### config.mk
export PLATFORM = sky130hd
export DESIGN_NAME = apuf_crp_controller
export DESIGN_NICKNAME = d
export VERILOG_FILES = /design/src/rtl/apuf_pkg.sv /design/src/rtl/apuf_cycle_timer.sv /design/src/rtl/apuf_crp_controller.sv
export SDC_FILE = /design/constraint.sdc
export NUM_CORES = 1
export LEC_CHECK = 0
export CORE_ASPECT_RATIO = 0.6
export CORE_MARGIN = 1.5
export CORE_UTILIZATION = 42
export CTS_CLUSTER_SIZE = 28
export DETAILED_ROUTE_END_ITERATION = 8
export PLACE_DENSITY_LB_ADDON = 0.25
export SETUP_SLACK_MARGIN = 0.15
export SLEW_MARGIN = 10
export SYNTH_ARGS = -nofsm -noshare
export SYNTH_HDL_FRONTEND = slang
export SYNTH_SLANG_ARGS = --single-unit
### constraint.sdc
create_clock -name clk -period 3.7 [get_ports clk]
set_input_delay 0.555 -clock clk [delete_from_list [all_inputs] [get_ports clk]]
set_output_delay 0.555 -clock clk [all_outputs]
set_load 0.02 [all_outputs]
### src/rtl/apuf_pkg.sv
// Shared definitions for the arbiter-PUF challenge/response controller.
package apuf_pkg;

    localparam int CW_DEF     = 64;  // default challenge width
    localparam int NW_DEF     = 8;   // default repeat-count / ones-counter width
    localparam int SYNC_DEPTH = 2;   // flops on each PUF return line
    localparam int TMR_W      = 16;  // width of the shared cycle timer

    typedef enum logic [2:0] {
        ST_IDLE,
        ST_SETTLE,
        ST_FIRE,
        ST_RELEASE,
        ST_RECOV,
        ST_DONE
    } state_t;

endpackage

### src/rtl/apuf_cycle_timer.sv
// Loadable down-counter with a zero flag, shared by the settle, fire-timeout
// and recovery phases. Loading N makes zero assert after N cycles.
module apuf_cycle_timer
    import apuf_pkg::*;
#(
    parameter int W = TMR_W
) (
    input  logic         clk,
    input  logic         rstN,
    input  logic         load,
    input  logic [W-1:0] load_val,
    output logic         zero
);

    logic [W-1:0] count;

    // Load wins over counting; the counter saturates at zero.
    // NOTE: sequential state is always assigned with <= so every flop samples
    // the pre-edge values, independent of statement order.
    always_ff @(posedge clk or negedge rstN) begin
        if (!rstN) begin
            count <= '0;
        end else if (load) begin
            count <= load_val;
        end else if (count != '0) begin
            count <= count - 1'b1;
        end
    end

    assign zero = (count == '0);

endmodule

### src/rtl/apuf_crp_controller.sv
// Measurement-side controller for the arbiter PUF: applies a challenge, fires
// the trigger a programmed number of times, and returns the majority bit and
// the count of 1 responses.
module apuf_crp_controller
    import apuf_pkg::*;
#(
    parameter int CW      = CW_DEF,
    parameter int NW      = NW_DEF,
    parameter int SETTLE  = 8,
    parameter int TIMEOUT = 255,
    parameter int RECOVER = 4
) (
    input  logic          clk,
    input  logic          rstN,
    input  logic          cmdValid,
    output logic          cmdReady,
    input  logic [CW-1:0] cmdChal,
    input  logic [NW-1:0] cmdReps,
    output logic [CW-1:0] c,
    output logic          tigSignal,
    input  logic          respReady,
    input  logic          respBit,
    output logic          rspValid,
    input  logic          rspReady,
    output logic          rspBit,
    output logic [NW-1:0] rspOnes,
    output logic          rspTimeout
);

    state_t                state;
    logic [SYNC_DEPTH-1:0] ready_sr;
    logic [SYNC_DEPTH-1:0] bit_sr;
    logic                  ready_sync;
    logic                  bit_sync;
    logic [NW-1:0]         reps;
    logic [NW-1:0]         done;
    logic [NW:0]           ones;
    logic                  majority;
    logic                  timer_load;
    logic [TMR_W-1:0]      timer_val;
    logic                  timer_zero;

    // Bring the PUF return lines into the clk domain before any use.
    always_ff @(posedge clk or negedge rstN) begin
        if (!rstN) begin
            ready_sr <= '0;
            bit_sr   <= '0;
        end else begin
            ready_sr <= {ready_sr[SYNC_DEPTH-2:0], respReady};
            bit_sr   <= {bit_sr[SYNC_DEPTH-2:0], respBit};
        end
    end

    assign ready_sync = ready_sr[SYNC_DEPTH-1];
    assign bit_sync   = bit_sr[SYNC_DEPTH-1];

    // Strict majority over completed evaluations; a tie resolves to 0.
    assign majority = ({ones, 1'b0} > {2'b00, done});

    // Timer reloads, issued on the same edge as the matching state change.
    // NOTE: every always_comb output gets a default first, so no path can
    // leave it unassigned and infer a latch.
    always_comb begin
        timer_load = 1'b0;
        timer_val  = '0;
        case (state)
            ST_IDLE: begin
                if (cmdValid && cmdReady) begin
                    timer_load = 1'b1;
                    timer_val  = TMR_W'(SETTLE);
                end
            end
            ST_SETTLE: begin
                if (timer_zero) begin
                    timer_load = 1'b1;
                    timer_val  = TMR_W'(TIMEOUT - 1);
                end
            end
            ST_RELEASE: begin
                if (!ready_sync) begin
                    timer_load = 1'b1;
                    timer_val  = TMR_W'(RECOVER - 1);
                end
            end
            ST_RECOV: begin
                if (timer_zero && (done != reps)) begin
                    timer_load = 1'b1;
                    timer_val  = TMR_W'(SETTLE);
                end
            end
            default: ;
        endcase
    end

    apuf_cycle_timer #(
        .W (TMR_W)
    ) u_timer (
        .clk      (clk),
        .rstN     (rstN),
        .load     (timer_load),
        .load_val (timer_val),
        .zero     (timer_zero)
    );

    // Sequencer: command accept, trigger timing, vote counters and result.
    always_ff @(posedge clk or negedge rstN) begin
        if (!rstN) begin
            state      <= ST_IDLE;
            cmdReady   <= 1'b1;
            c          <= '0;
            tigSignal  <= 1'b0;
            reps       <= '0;
            done       <= '0;
            ones       <= '0;
            rspValid   <= 1'b0;
            rspBit     <= 1'b0;
            rspOnes    <= '0;
            rspTimeout <= 1'b0;
        end else begin
            case (state)
                ST_IDLE: begin
                    if (cmdValid && cmdReady) begin
                        c        <= cmdChal;
                        reps     <= (cmdReps == '0) ? NW'(1) : cmdReps;
                        ones     <= '0;
                        done     <= '0;
                        cmdReady <= 1'b0;
                        state    <= ST_SETTLE;
                    end
                end
                ST_SETTLE: begin
                    if (timer_zero) begin
                        tigSignal <= 1'b1;
                        state     <= ST_FIRE;
                    end
                end
                ST_FIRE: begin
                    // A response on the expiry cycle still counts.
                    if (ready_sync) begin
                        ones      <= ones + (NW + 1)'(bit_sync);
                        done      <= done + NW'(1);
                        tigSignal <= 1'b0;
                        state     <= ST_RELEASE;
                    end else if (timer_zero) begin
                        tigSignal  <= 1'b0;
                        rspValid   <= 1'b1;
                        rspOnes    <= ones[NW-1:0];
                        rspBit     <= majority;
                        rspTimeout <= 1'b1;
                        state      <= ST_DONE;
                    end
                end
                ST_RELEASE: begin
                    if (!ready_sync) begin
                        state <= ST_RECOV;
                    end
                end
                ST_RECOV: begin
                    if (timer_zero) begin
                        if (done == reps) begin
                            rspValid   <= 1'b1;
                            rspOnes    <= ones[NW-1:0];
                            rspBit     <= majority;
                            rspTimeout <= 1'b0;
                            state      <= ST_DONE;
                        end else begin
                            state <= ST_SETTLE;
                        end
                    end
                end
                ST_DONE: begin
                    if (rspReady) begin
                        rspValid <= 1'b0;
                        cmdReady <= 1'b1;
                        state    <= ST_IDLE;
                    end
                end
                default: begin
                    state <= ST_IDLE;
                end
            endcase
        end
    end

endmodule

# After elaboration in Yosys (flattened, before gate mapping)

Index checks and enable logic that the tools add are counted.
Widths: inputs -> output; s select.

Flip-flop bits (word level): 125
Bits of input ports: 78
Output and inout port bits: 77
Word-level logic and storage cells: 107

Add/subtract/negate cells: 3
Magnitude comparators: 1
Eq/ne operators: 17
Mux-type cells: 53
Reduce and logical (&&, ||, !) cells: 19

Operators by type and width:

| operator              | number |
|---|---|
| $mux 8                | 8 |
| $mux 16               | 2 |
| $pmux 8 s2            | 2 |
| $pmux 8 s4            | 1 |
| $mux 3                | 8 |
| $mux 1                | 19 |
| $mux 9                | 2 |
| $ne 2x2->1 const B    | 9 |
| $pmux 3 s6            | 1 |
| $pmux 9 s2            | 1 |
| $logic_not 16->1      | 1 |
| $reduce_bool 16->1    | 1 |
| $sub 16x1->16 const B | 1 |
| $reduce_and 6->1      | 2 |
| $gt 10x8->1           | 1 |
| $reduce_bool 2->1     | 5 |
| $add 9x1->9           | 1 |
| $reduce_and 3->1      | 3 |
| $add 8x1->8 const B   | 1 |
| $eq 8x8->1            | 1 |
| $logic_not 8->1       | 1 |
| $mux 4                | 2 |
| $ne 8x8->1            | 1 |
| $pmux 1 s2            | 4 |
| 12 further kinds      | 15 |

# Longest topological paths before layout

Gate-level depths: netlist of run 1.

Depth after elaboration: 5
Mapped depth: 8

# Cells and area by module

From an unflattened synthesis of run 1, not the netlist that was laid out.

Cells, all modules: 461
Area, all modules: 5632.9 µm²

By module, submodules not included:

| module              | instances | cells an instance | area each (µm²) | seq. area each (µm²) |
|---|---|---|---|---|
| apuf_crp_controller | 1         | 357               | 4673.2          | 2728.9 |
| apuf_cycle_timer    | 1         | 104               | 959.7           | 400.4 |

# Least setup slack after synthesis of run 1

No wires, ideal clock.

Path type: flip-flop to flip-flop
Start: reg u_timer.count[8]
End: reg rspBit
Data arrival time: 2.260 ns
Slack: 1.316 ns
Stages on the path, launching flop included: 6
Period minus slack after synthesis: 2.384 ns
Path through: dfrtp_1 or4_4 nor3_4 nand3_2 o41ai_4 mux2_2

Word-level cells in the longest chain between the ends: 3
Elaborated cells on any way between the ends: 4
Those cells by class: 2 x eq/ne; 2 x reduce/logical

Ends and longest elaborated chain:

| what                         | RTL line                   | text |
|---|---|---|
| from (decl)                  | apuf_cycle_timer.sv:15     | `logic [W-1:0] count;` |
| from (signal assigned)       | apuf_cycle_timer.sv:24     | `count <= load_val;` |
| from (signal assigned)       | apuf_cycle_timer.sv:26     | `count <= count - 1'b1;` |
| $logic_not 16->1 *           | apuf_cycle_timer.sv:30     | `assign zero = (count == '0);` |
| $ne 2x2->1 (no line)         | --                         |  |
| $reduce_and 5->1 (no line) * | --                         |  |
| to (signal assigned)         | apuf_crp_controller.sv:148 | `rspBit <= majority;` |
| to (signal assigned)         | apuf_crp_controller.sv:163 | `rspBit <= majority;` |
| to (decl)                    | apuf_crp_controller.sv:25  | `output logic rspBit,` |

Mark *: on every way between the ends. The rest lies on a longest branch, timed or not.
A chain may end at the register's enable or synchronous reset.

# Final worst setup path of run 1

Start: reg u_timer.count[0]
End: reg rspOnes[1]

Word-level cells in the longest chain between the ends: 3
Elaborated cells on any way between the ends: 4
Those cells by class: 2 x eq/ne; 2 x reduce/logical

Ends and longest elaborated chain:

| what                         | RTL line                   | text |
|---|---|---|
| $logic_not 16->1 *           | apuf_cycle_timer.sv:30     |  |
| $ne 2x2->1 (no line)         | --                         |  |
| $reduce_and 5->1 (no line) * | --                         |  |
| to (signal assigned)         | apuf_crp_controller.sv:147 | `rspOnes <= ones[NW-1:0];` |
| to (signal assigned)         | apuf_crp_controller.sv:162 | `rspOnes <= ones[NW-1:0];` |
| to (decl)                    | apuf_crp_controller.sv:26  | `output logic [NW-1:0] rspOnes,` |

Marked as above.

==> results of run 1 <==
## sequential cells by signal, indices dropped and copies added (netlist names)
register,flops
rspValid,1
ones,9
done,8
ready_sr,2
reps,8
tigSignal,1
bit_sr,2
u_timer.count,16
state,3
c,64
rspOnes,8
rspTimeout,1
cmdReady,1
rspBit,1
## cell type report
class	instances	area share, %
clock buffers	19	5.41
clock inverters	13	2.67
inverters	13	0.610
multi-input cells	436	29.4
flip-flops and latches	125	39.1
well taps	170	2.66
repair buffers	160	20.1
## critical path, delay by kind of cell, from the launching register on
family / cells / cell delay [ps]
adders and majority gates: 1 / 150
DFF: 1 / 420
muxes: 1 / 420
buffers and inverters: 1 / 100
and+or+nand+nor: 3 / 780
AOI/OAI and AO/OA: 1 / 790
## per-stage QoR
step | worst slack, ps | cells
after floorplan | 1320 | 597
after global placement | 1110 | 904
after detailed placement | 934 | 904
after CTS | 882 | 936
after global routing | 755 | 936
final | 907 | 936
## kinds of logic after synthesis
kind of cell	count (synthesis)	share of synthesized area, %
muxes	11	2.24
DFF	125	55.6
and+or+nand+nor	332	25.6
buffers and inverters	36	2.78
AOI/OAI and AO/OA	48	6.00
xor gates and xnor gates	33	5.13
adders and majority gates	12	2.67
## power by group
group / total, mW / internal [mW] / switching (mW)
clock: 1.82 / 1.20 / 0.622
combinational: 0.997 / 0.494 / 0.503
sequential: 1.76 / 1.58 / 0.185
## per-layer routing
| layer | vias up | share of wire [%] |
|---|---|---|
| li1 | 2277 | - |
| met1 | 2270 | 47 |
| met2 | 154 | 43 |
| met3 | 13 | 8.8 |
| met4 | 0 | 1.1 |
| met5 | - | 0 |
## path summary, 6_finish.rpt
check	from	endpoint	slack [ps]	depth (start not counted)
hold reg to reg	ready_sr[0]	ready_sr[1]	350	0
setup / recovery	u_timer.count[0]	rspOnes[1]	910	7
hold / removal	rstN	c[53]	200	1
max in group asynchronous	rstN	c[27]	2730	2
min in group clk	ready_sr[0]	ready_sr[1]	350	0
setup reg to reg	u_timer.count[0]	rspOnes[1]	910	7
## placed cells by master, fill, tap and decap left out, types with 4 or more instances in the layout
cell type	netlist	routed
ha_1	12	12
clkbuf_16	0	17
dfrtp_1	124	124
nand3_1	4	4
clkdlybuf4s50_1	0	153
bufinv_16	0	5
buf_4	0	5
nor4_1	8	8
o21ai_0	13	13
xnor2_1	26	26
nor2_1	31	31
xor2_1	7	7
nand4_1	7	7
a21oi_1	9	9
mux2_2	9	9
a31oi_1	4	4
o211ai_1	4	4
nor3_1	14	13
nand2_1	241	240
inv_1	13	13
==> out/qor.yml, run 1 <==
hold_path:
  min_path_type: "in2async"
floorplan:
  placementRows: 32
  fp.dieW_um: 152
  fp.dieH_um: 92.7
  core-area_um2: 13000
  fp.dieArea_um2: 14100
  start_util_pct: 43.4
  ioPinCount: 155
detailed_routing:
  via_count: 4714
  drtIter0Drc: 268
  ant_nets: 0
  wire_per_inst_um: 15.2
  remaining_drc_errors: 0
  wirelength_um: 14200
  viasPerCell: 5.04
  drt_pass1_iterations: 4
yosys:
  synth-main-ff-cell: "dfrtp_1"
  synth.distinct_cells: 59
  synthArstFlopShare_pct: 100
  yosysWarnings: 0
  synthCells: 597
  ys_ff_latch: 125
  synthesis.area_um2: 5630
  syn-num-nets: 687
  yosys-top-cells-count: "nand2_1 (241), dfrtp_1 (124), nor2_1 (31), xnor2_1 (26), clkbuf_1 (15)"
  synth_top_area_cell: "dfrtp_1"
  seq_area_frac_synth_pct: 55.6
  synth_top_area_share_pct: 55.1
  synth_area_leaders: "dfrtp_1 (55%), nand2_1 (16%), xnor2_1 (4.0%)"
  synth_area_per_cell_um2: 9.43
  synth_edf_count: 0
  yosysMostFrequentCell: "nand2_1"
timing:
  setup_tns_ps: 0
  fmax_mhz: 358
  period_share_pct: 75.5
  tightestPinTransition_ps: 794
  slew_headroom_pct: 47.1
  fin_crit_ps: 2790
  final_max_slew_viol_count: 0
  rsz0062_at_grt: "no"
  hold_violations: 0
  hold_slack_ps: 204
  finalSetupViolations: 0
  skew_ps: 11.7
layout:
  drive_gt1_share_pct: 8.09
  seq_area_um2: 3130
  n_antenna_cell: 0
  multiInputGateArea_um2: 2350
  layout.nets: 843
  stdcell_area_um2: 8000
  num-fill-cells: 1069
  final_util_pct: 61.7
  syn2layout_area_growth_pct: 42.1
clocking:
  htreeDepth: 4
  cts_setup_buffers: 0
  cts_hold_buf: 0
  clk_pin_slew_ps: 60
  ctsResizeCount: 0
  cts_tree: "done"
  insertion_delay_ps: 410
  ctsRootBufferMaster: "clkbuf_16"
  cts_sinks: 125
  clk_path_buf_depth: 2
  cts_made_buffers: 17
setup_path:
  worstPathArrival_ps: 3080
  startpoint_type: "flop"
  path_cells: "inv_1, ha_1, nor4b_1, and2b_2, nand3_2, o41ai_4, mux2_2"
  path_max_fanout: 10
  end_kind: "flop"
  path_class: "reg2reg"
  critical-path-slowest-cell: "o41ai_4"
  slowest_delay_ps: 790
  worst_ep_required_time_ps: 3980
global_route:
  grt_pass1_wl_um: 24400
  antenna_found_initial: 0
  first_global_vias: 4851
  grtUsageMet3_pct: 8.47
  grt.busiest_layer: "met2"
  grt_overflow: 0
  grt_usage_pct: 21.7
  grt_max_degree: 88
  grt_use_met1_pct: 30.3
  grt_use_met2_pct: 31.0
run:
  max-cap-violations: 0
pwr:
  power_mw: 4.58
  p_leak_nw: 3.79
  p_per_area_nw_per_um2: 573
  ir_drop_uv: 414
place:
  gp_congestion: 0.896
  placed_area_um2: 7350
  port_buffers: 154
  hpwlAfterDp_um: 9870
status:
  status: "finished, final reports clean"
(Power assumes the default switching activity.)
==> run 2: changes to the inputs <==
==> constraint.sdc (replaced) <==
create_clock -name clk -period 2.8 [get_ports clk]
set_input_delay 0.42 -clock clk [delete_from_list [all_inputs] [get_ports clk]]
set_output_delay 0.42 -clock clk [all_outputs]
set_load 0.02 [all_outputs]
==> run 2 against run 1 <==
Flip-flop and latch count is the same. Clock skew shrank 2.7 ps. Utilization grew 0.61 points. Sequential power grew 33%. Die area is the same. Fmax grew 16%. First-iteration DRC count grew 19%. Worst setup slack lost 520 ps.
==> out/qor.yml, run 2 (same netlist as run 1, synthesis figures left out) <==
timing:
  final_max_slew_viol_count: 0  # unchanged
  fin_crit_ps: 2410  # was 2790 ps
  fmax_mhz: 415  # was 358 MHz
  finalSetupViolations: 0  # unchanged
  skew_ps: 9.06  # was 11.7 ps
  period_share_pct: 86.1  # was 75.5%
  rsz0062_at_grt: "no"  # unchanged
  tightestPinTransition_ps: 483  # was 794 ps
  hold_violations: 0  # unchanged
  setup_tns_ps: 0  # unchanged
  slew_headroom_pct: 67.5  # was 47.1%
setup_path:
  critical-path-slowest-cell: "or4_4"  # was o41ai_4
  r2r_setup_slack_ps: 390  # was 910 ps
  critPathBufInv: 1  # unchanged
  end_kind: "flop"  # unchanged
  startpoint_type: "flop"  # unchanged
  reg2reg_from: "u_timer.count[8]"  # was u_timer.count[0]
  worstPathArrival_ps: 2700  # was 3080 ps
  worst_ep_required_time_ps: 3090  # was 3980 ps
  timing.rr.end: "rspBit"  # was rspOnes[1]
  path_max_fanout: 10  # unchanged
  path_class: "reg2reg"  # unchanged
  critPathTopFamily: "simple AND/OR/NAND/NOR gates"  # was compound AO/OA/AOI/OAI gates
  slowest_delay_ps: 590  # was 790 ps
  worstRegToRegCells: 6  # was 7
  path_cells: "or4_4, nor3_4, nand3_2, o41ai_4, buf_4, mux2_2"  # was inv_1, ha_1, nor4b_1, and2b_2, nand3_2, o41ai_4, mux2_2
place:
  hpwlAfterDp_um: 10100  # was 9870 um
  placed_area_um2: 7400  # was 7350 um2
  port_buffers: 154  # unchanged
  gp_congestion: 0.833  # was 0.896
detailed_routing:
  drt_pass1_iterations: 4  # unchanged
  drtIter0Drc: 320  # was 268
  via_count: 4766  # was 4714
  remaining_drc_errors: 0  # unchanged
  ant_nets: 0  # unchanged
  viasPerCell: 5.05  # was 5.04
  wire_per_inst_um: 15.2  # about the same
  wirelength_um: 14300  # was 14200 um
pwr:
  p_per_area_nw_per_um2: 754  # was 573 nW/um2
  ir_drop_uv: 395  # was 414 uV
  p_leak_nw: 3.84  # was 3.79 nW
layout:
  largest-register: "c"  # unchanged
  multiInputGateArea_um2: 2360  # was 2350 um2
  reg_top3: "c: 64 flops, u_timer.count: 16 flops, ones: 9 flops"  # unchanged
  n_antenna_cell: 0  # unchanged
  most-common-layout-cells: "nand2_1 (240), clkdlybuf4s50_1 (153), dfrtp_1 (124)"  # unchanged
  drive_gt1_share_pct: 9.17  # was 8.09%
  largest_register_ffs: 64  # unchanged
  syn2layout_area_growth_pct: 43.5  # was 42.1%
  seq_area_um2: 3130  # unchanged
  stdcell_area_um2: 8080  # was 8000 um2
  num-fill-cells: 1067  # was 1069
  layout.nets: 851  # was 843
  final_common_cell: "nand2_1"  # unchanged
floorplan:
  fp.dieArea_um2: 14100  # unchanged
  placementRows: 32  # unchanged
  fp.dieH_um: 92.7  # unchanged
  fp.dieW_um: 152  # unchanged
  core-area_um2: 13000  # unchanged
  start_util_pct: 43.4  # unchanged
  ioPinCount: 155  # unchanged
clocking:
  ctsRootBufferMaster: "clkbuf_16"  # unchanged
  htreeDepth: 4  # unchanged
  clk_path_buf_depth: 2  # unchanged
  cts_sinks: 125  # unchanged
  clk_pin_slew_ps: 60  # about the same
  insertion_delay_ps: 410  # about the same
  cts_tree: "done"  # unchanged
  cts_made_buffers: 17  # unchanged
  cts_setup_buffers: 0  # unchanged
run:
  max-cap-violations: 0  # unchanged
global_route:
  grt_overflow: 0  # unchanged
  antenna_found_initial: 0  # unchanged
  first_global_vias: 4878  # was 4851
  grt_pass1_wl_um: 24200  # was 24400 um
  grt_usage_pct: 21.6  # was 21.7%
  grt_max_degree: 88  # unchanged
status:
  status: "finished, final reports clean"  # unchanged
hold_path:
  min_path_type: "reg2reg"  # was in2async
  whs_path_depth: 0
  hold_path.startpoint: "bit_sr[0]"
  hold_end: "bit_sr[1]"
## run 2: timing repair
item | 4_1_cts | 5_1_grt
resized for setup | 0 | 1
hold endpoints to repair | 23 | 0
hold buffers | 1 | 0
setup endpoints to repair | 0 | 8
## run 2: worst max-delay path by stage
stage                      from          to  cells after the start
2_1_floorplan  u_timer.count[8]      rspBit                      5
5_1_grt        u_timer.count[0]  rspOnes[7]                      8
3_3_place_gp   u_timer.count[0]  rspOnes[4]                      8
4_1_cts        u_timer.count[0]      rspBit                      8
6_report       u_timer.count[8]      rspBit                      6
3_5_place_dp   u_timer.count[0]      rspBit                      8
## run 2: final cells by class
| class | count | area share (%) |
|---|---|---|
| clock buffers | 19 | 5.48 |
| flip-flops and latches | 125 | 38.7 |
| inverters | 13 | 0.604 |
| repair buffers | 168 | 20.7 |
| well taps | 170 | 2.63 |
| multi-input cells | 436 | 29.2 |
| clock inverters | 13 | 2.65 |
## run 2: worst reg2reg max path: stages, from the launching register on
cell	delay (ps)
dfrtp_1	420
or4_4	590
nor3_4	180
nand3_2	160
o41ai_4	350
buf_4	240
mux2_2	350
## run 2: per-stage QoR
step / power (mW) / utilization (%) / hold slack (ps) / setup slack (ps) / cells
3_3_place_gp: 3.62 / 57.1 / 334 / 427 / 911
6_report: 6.09 / 62.3 / 355 / 390 / 944
3_5_place_dp: 3.67 / 57.1 / 340 / 378 / 911
4_1_cts: 6.15 / 62.2 / 362 / 299 / 944
2_1_floorplan: 3.02 / - / 124 / 416 / 597
5_1_grt: 6.40 / 62.3 / 361 / 262 / 944
## run 2: metal layers
metal | routed length [um] | vias up | GRT usage, %
met1 | 6700 | 2291 | 29.3
met2 | 6180 | 167 | 31.9
li1 | - | 2296 | -
met4 | 111 | 0 | 5.29
met3 | 1350 | 12 | 9.31
met5 | 0 | - | 0
## run 2: report_power, final
part	switching [mW]	internal, mW
combinational	0.666	0.660
clock	0.811	1.61
sequential	0.254	2.09
total	1.73	4.36
==> run 3: changes to the inputs <==
==> constraint.sdc (replaced) <==
create_clock -name clk -period 2.3 [get_ports clk]
set_input_delay 0.345 -clock clk [delete_from_list [all_inputs] [get_ports clk]]
set_output_delay 0.345 -clock clk [all_outputs]
set_load 0.02 [all_outputs]
==> run 3 against run 2 <==
First-iteration DRC count shrank 24%. Cell count increased by 1.6%. Flip-flop and latch count is the same. Via count grew 0.86%. Worst setup slack worse by 310 ps. Die area stayed put. Sequential share of layout area shrank 0.80 points. Clock power is 19% higher. Fmax up 8.3%. Critical path type unchanged. Critical endpoint is now rspOnes[7].
==> out/qor.yml, run 3 (same netlist as run 1, synthesis figures left out) <==
status:
  status: "finished, final reports clean"  # unchanged
floorplan:
  fp.dieArea_um2: 14100  # unchanged
  fp.dieW_um: 152  # unchanged
  core-area_um2: 13000  # unchanged
  fp.dieH_um: 92.7  # unchanged
  placementRows: 32  # unchanged
  start_util_pct: 43.4  # unchanged
  ioPinCount: 155  # unchanged
detailed_routing:
  drt-met1-wl_um: 6830  # was 6700 um
  routed-wl-met3_um: 1300  # was 1350 um
  viasPerCell: 5.01  # was 5.05
  wire_per_inst_um: 15.3  # was 15.2 um
  remaining_drc_errors: 0  # unchanged
  ant_nets: 0  # unchanged
  drt_pass1_iterations: 4  # unchanged
  via_count: 4807  # was 4766
  drtIter0Drc: 244  # was 320
  wl_met2_um: 6380  # was 6180 um
  top_layer: "met4"  # unchanged
  wirelength_um: 14700  # was 14300 um
timing:
  slew_headroom_pct: 63.5  # was 67.5%
  finalSetupViolations: 0  # unchanged
  period_share_pct: 96.8  # was 86.1%
  fin_crit_ps: 2230  # was 2410 ps
  setup_tns_ps: 0  # unchanged
  final_max_slew_viol_count: 0  # unchanged
  fmax_mhz: 449  # was 415 MHz
  hold_violations: 0  # unchanged
  tightestPinTransition_ps: 547  # was 483 ps
  hold_slack_ps: 345  # was 355 ps
  rsz0062_at_grt: "yes"  # was no
  skew_ps: 11.0  # was 9.06 ps
layout:
  reg_top3: "c: 64 flops, u_timer.count: 16 flops, ones: 9 flops"  # unchanged
  largest_register_ffs: 64  # unchanged
  drive_gt1_share_pct: 11.2  # was 9.17%
  syn2layout_area_growth_pct: 46.5  # was 43.5%
  largest-register: "c"  # unchanged
  stdcell_area_um2: 8250  # was 8080 um2
  layout.nets: 866  # was 851
  final_common_cell: "nand2_1"  # unchanged
  n_antenna_cell: 0  # unchanged
  most-common-layout-cells: "nand2_1 (240), clkdlybuf4s50_1 (153), dfrtp_1 (124)"  # unchanged
pwr:
  power_mw: 7.45  # was 6.09 mW
  p_per_area_nw_per_um2: 903  # was 754 nW/um2
  ir_drop_uv: 460  # was 395 uV
  p_leak_nw: 3.94  # was 3.84 nW
clocking:
  htreeDepth: 4  # unchanged
  cts_made_buffers: 17  # unchanged
  insertion_delay_ps: 410  # about the same
  cts_tree: "done"  # unchanged
  clk_pin_slew_ps: 60  # about the same
  ctsRootBufferMaster: "clkbuf_16"  # unchanged
  cts_sinks: 125  # unchanged
  clk_path_buf_depth: 2  # unchanged
setup_path:
  worst_ep_required_time_ps: 2590  # was 3090 ps
  worstPathArrival_ps: 2510  # was 2700 ps
  critPathBufInv: 2  # was 1
  path_max_fanout: 5  # was 10
  startpoint_type: "flop"  # unchanged
  critical-path-slowest-cell: "dfrtp_1"  # was or4_4
  worstRegToRegCells: 8  # was 6
  cp.depth: 8  # was 6
  path_class: "reg2reg"  # unchanged
  critPathTopFamily: "simple AND/OR/NAND/NOR gates"  # unchanged
  slowest_delay_ps: 400  # was 590 ps
  end_kind: "flop"  # unchanged
  path_cells: "inv_1, ha_1, nor4b_4, and2b_2, nand3_2, o41ai_4, buf_4, mux2_2"  # was or4_4, nor3_4, nand3_2, o41ai_4, buf_4, mux2_2
hold_path:
  whs_path_depth: 0  # unchanged
  min_path_type: "reg2reg"  # unchanged
global_route:
  grt_usage_pct: 21.7  # was 21.6%
  grt_overflow: 0  # unchanged
  grt_max_degree: 75  # was 88
  first_global_vias: 4981  # was 4878
  antenna_found_initial: 0  # unchanged
  grt_pass1_wl_um: 24400  # was 24200 um
place:
  placed_area_um2: 7480  # was 7400 um2
  hpwlAfterDp_um: 10300  # was 10100 um
  gp_congestion: 0.806  # was 0.833
  port_buffers: 154  # unchanged
run:
  max-cap-violations: 0  # unchanged
-- run 3: cell count changes in the layout (fill, tap and decap cells not counted), moves of 3 or more --
| cell | change |
|---|---|
| mux2_4 | +5 |
| buf_4 | +11 |
| inv_6 | +3 |
| buf_12 | +3 |
| mux2_2 | -5 |
-- run 3: cell type report --
class                           count  area, um2
Timing Repair Buffer              183       1830
Fill cell                        1079       4720
Multi-Input combinational cell    436       2390
Tap cell                          170        213
Sequential cell                   125       3130
Clock buffer                       17        425
Inverter                           13       48.8
Clock inverter                     15        211
-- run 3: timing repair --
| item | CTS | global route |
|---|---|---|
| buffers inserted | 5 | 4 |
| endpoints found under the hold margin | 39 | 0 |
| pin swaps | 0 | 2 |
| setup endpoints to repair | 17 | 21 |
| hold buffers | 1 | 0 |
| gates resized for setup | 4 | 7 |
| cloned | 1 | 0 |
-- run 3: routing by layer --
layer	vias to the layer above	GRT usage [%]
li1	2328	-
met1	2303	29.7
met2	164	31.7
met3	12	8.24
met4	0	7.13
met5	-	0
-- run 3: path summary, 6_finish.rpt --
kind	from	to	slack [ps]
worst max-delay path	u_timer.count[1]	rspOnes[7]	70
max in group asynchronous	rstN	cmdReady	1100
worst min register to register	ready_sr[0]	ready_sr[1]	350
worst max register to register	u_timer.count[1]	rspOnes[7]	70
worst min-delay path	ready_sr[0]	ready_sr[1]	350
min in group asynchronous	rstN	c[46]	470
-- run 3: worst reg2reg max path, cell delays in order, from the launching register on --
cell     delay (ps)
dfrtp_1         400
inv_1            90
ha_1            180
nor4b_4         250
and2b_2         240
nand3_2         100
o41ai_4         310
buf_4           220
mux2_2          330
-- run 3: through the flow --
stage | utilization [%] | setup WS [ps] | cells
5_1_grt | 63.6 | 4.91 | 959
3_5_place_dp | 57.7 | 21.2 | 916
6_report | 63.6 | 74.7 | 959
2_1_floorplan | - | 32.0 | 597
3_3_place_gp | 57.7 | 86.6 | 916
4_1_cts | 63.1 | 117 | 955
-- run 3: report_power, final --
part	switching, mW	leakage (nW)	internal (mW)
Sequential	0.289	1.65	2.54
Clock	1.03	0.309	1.83
Combinational	0.861	1.97	0.894
Total	2.18	3.94	5.27
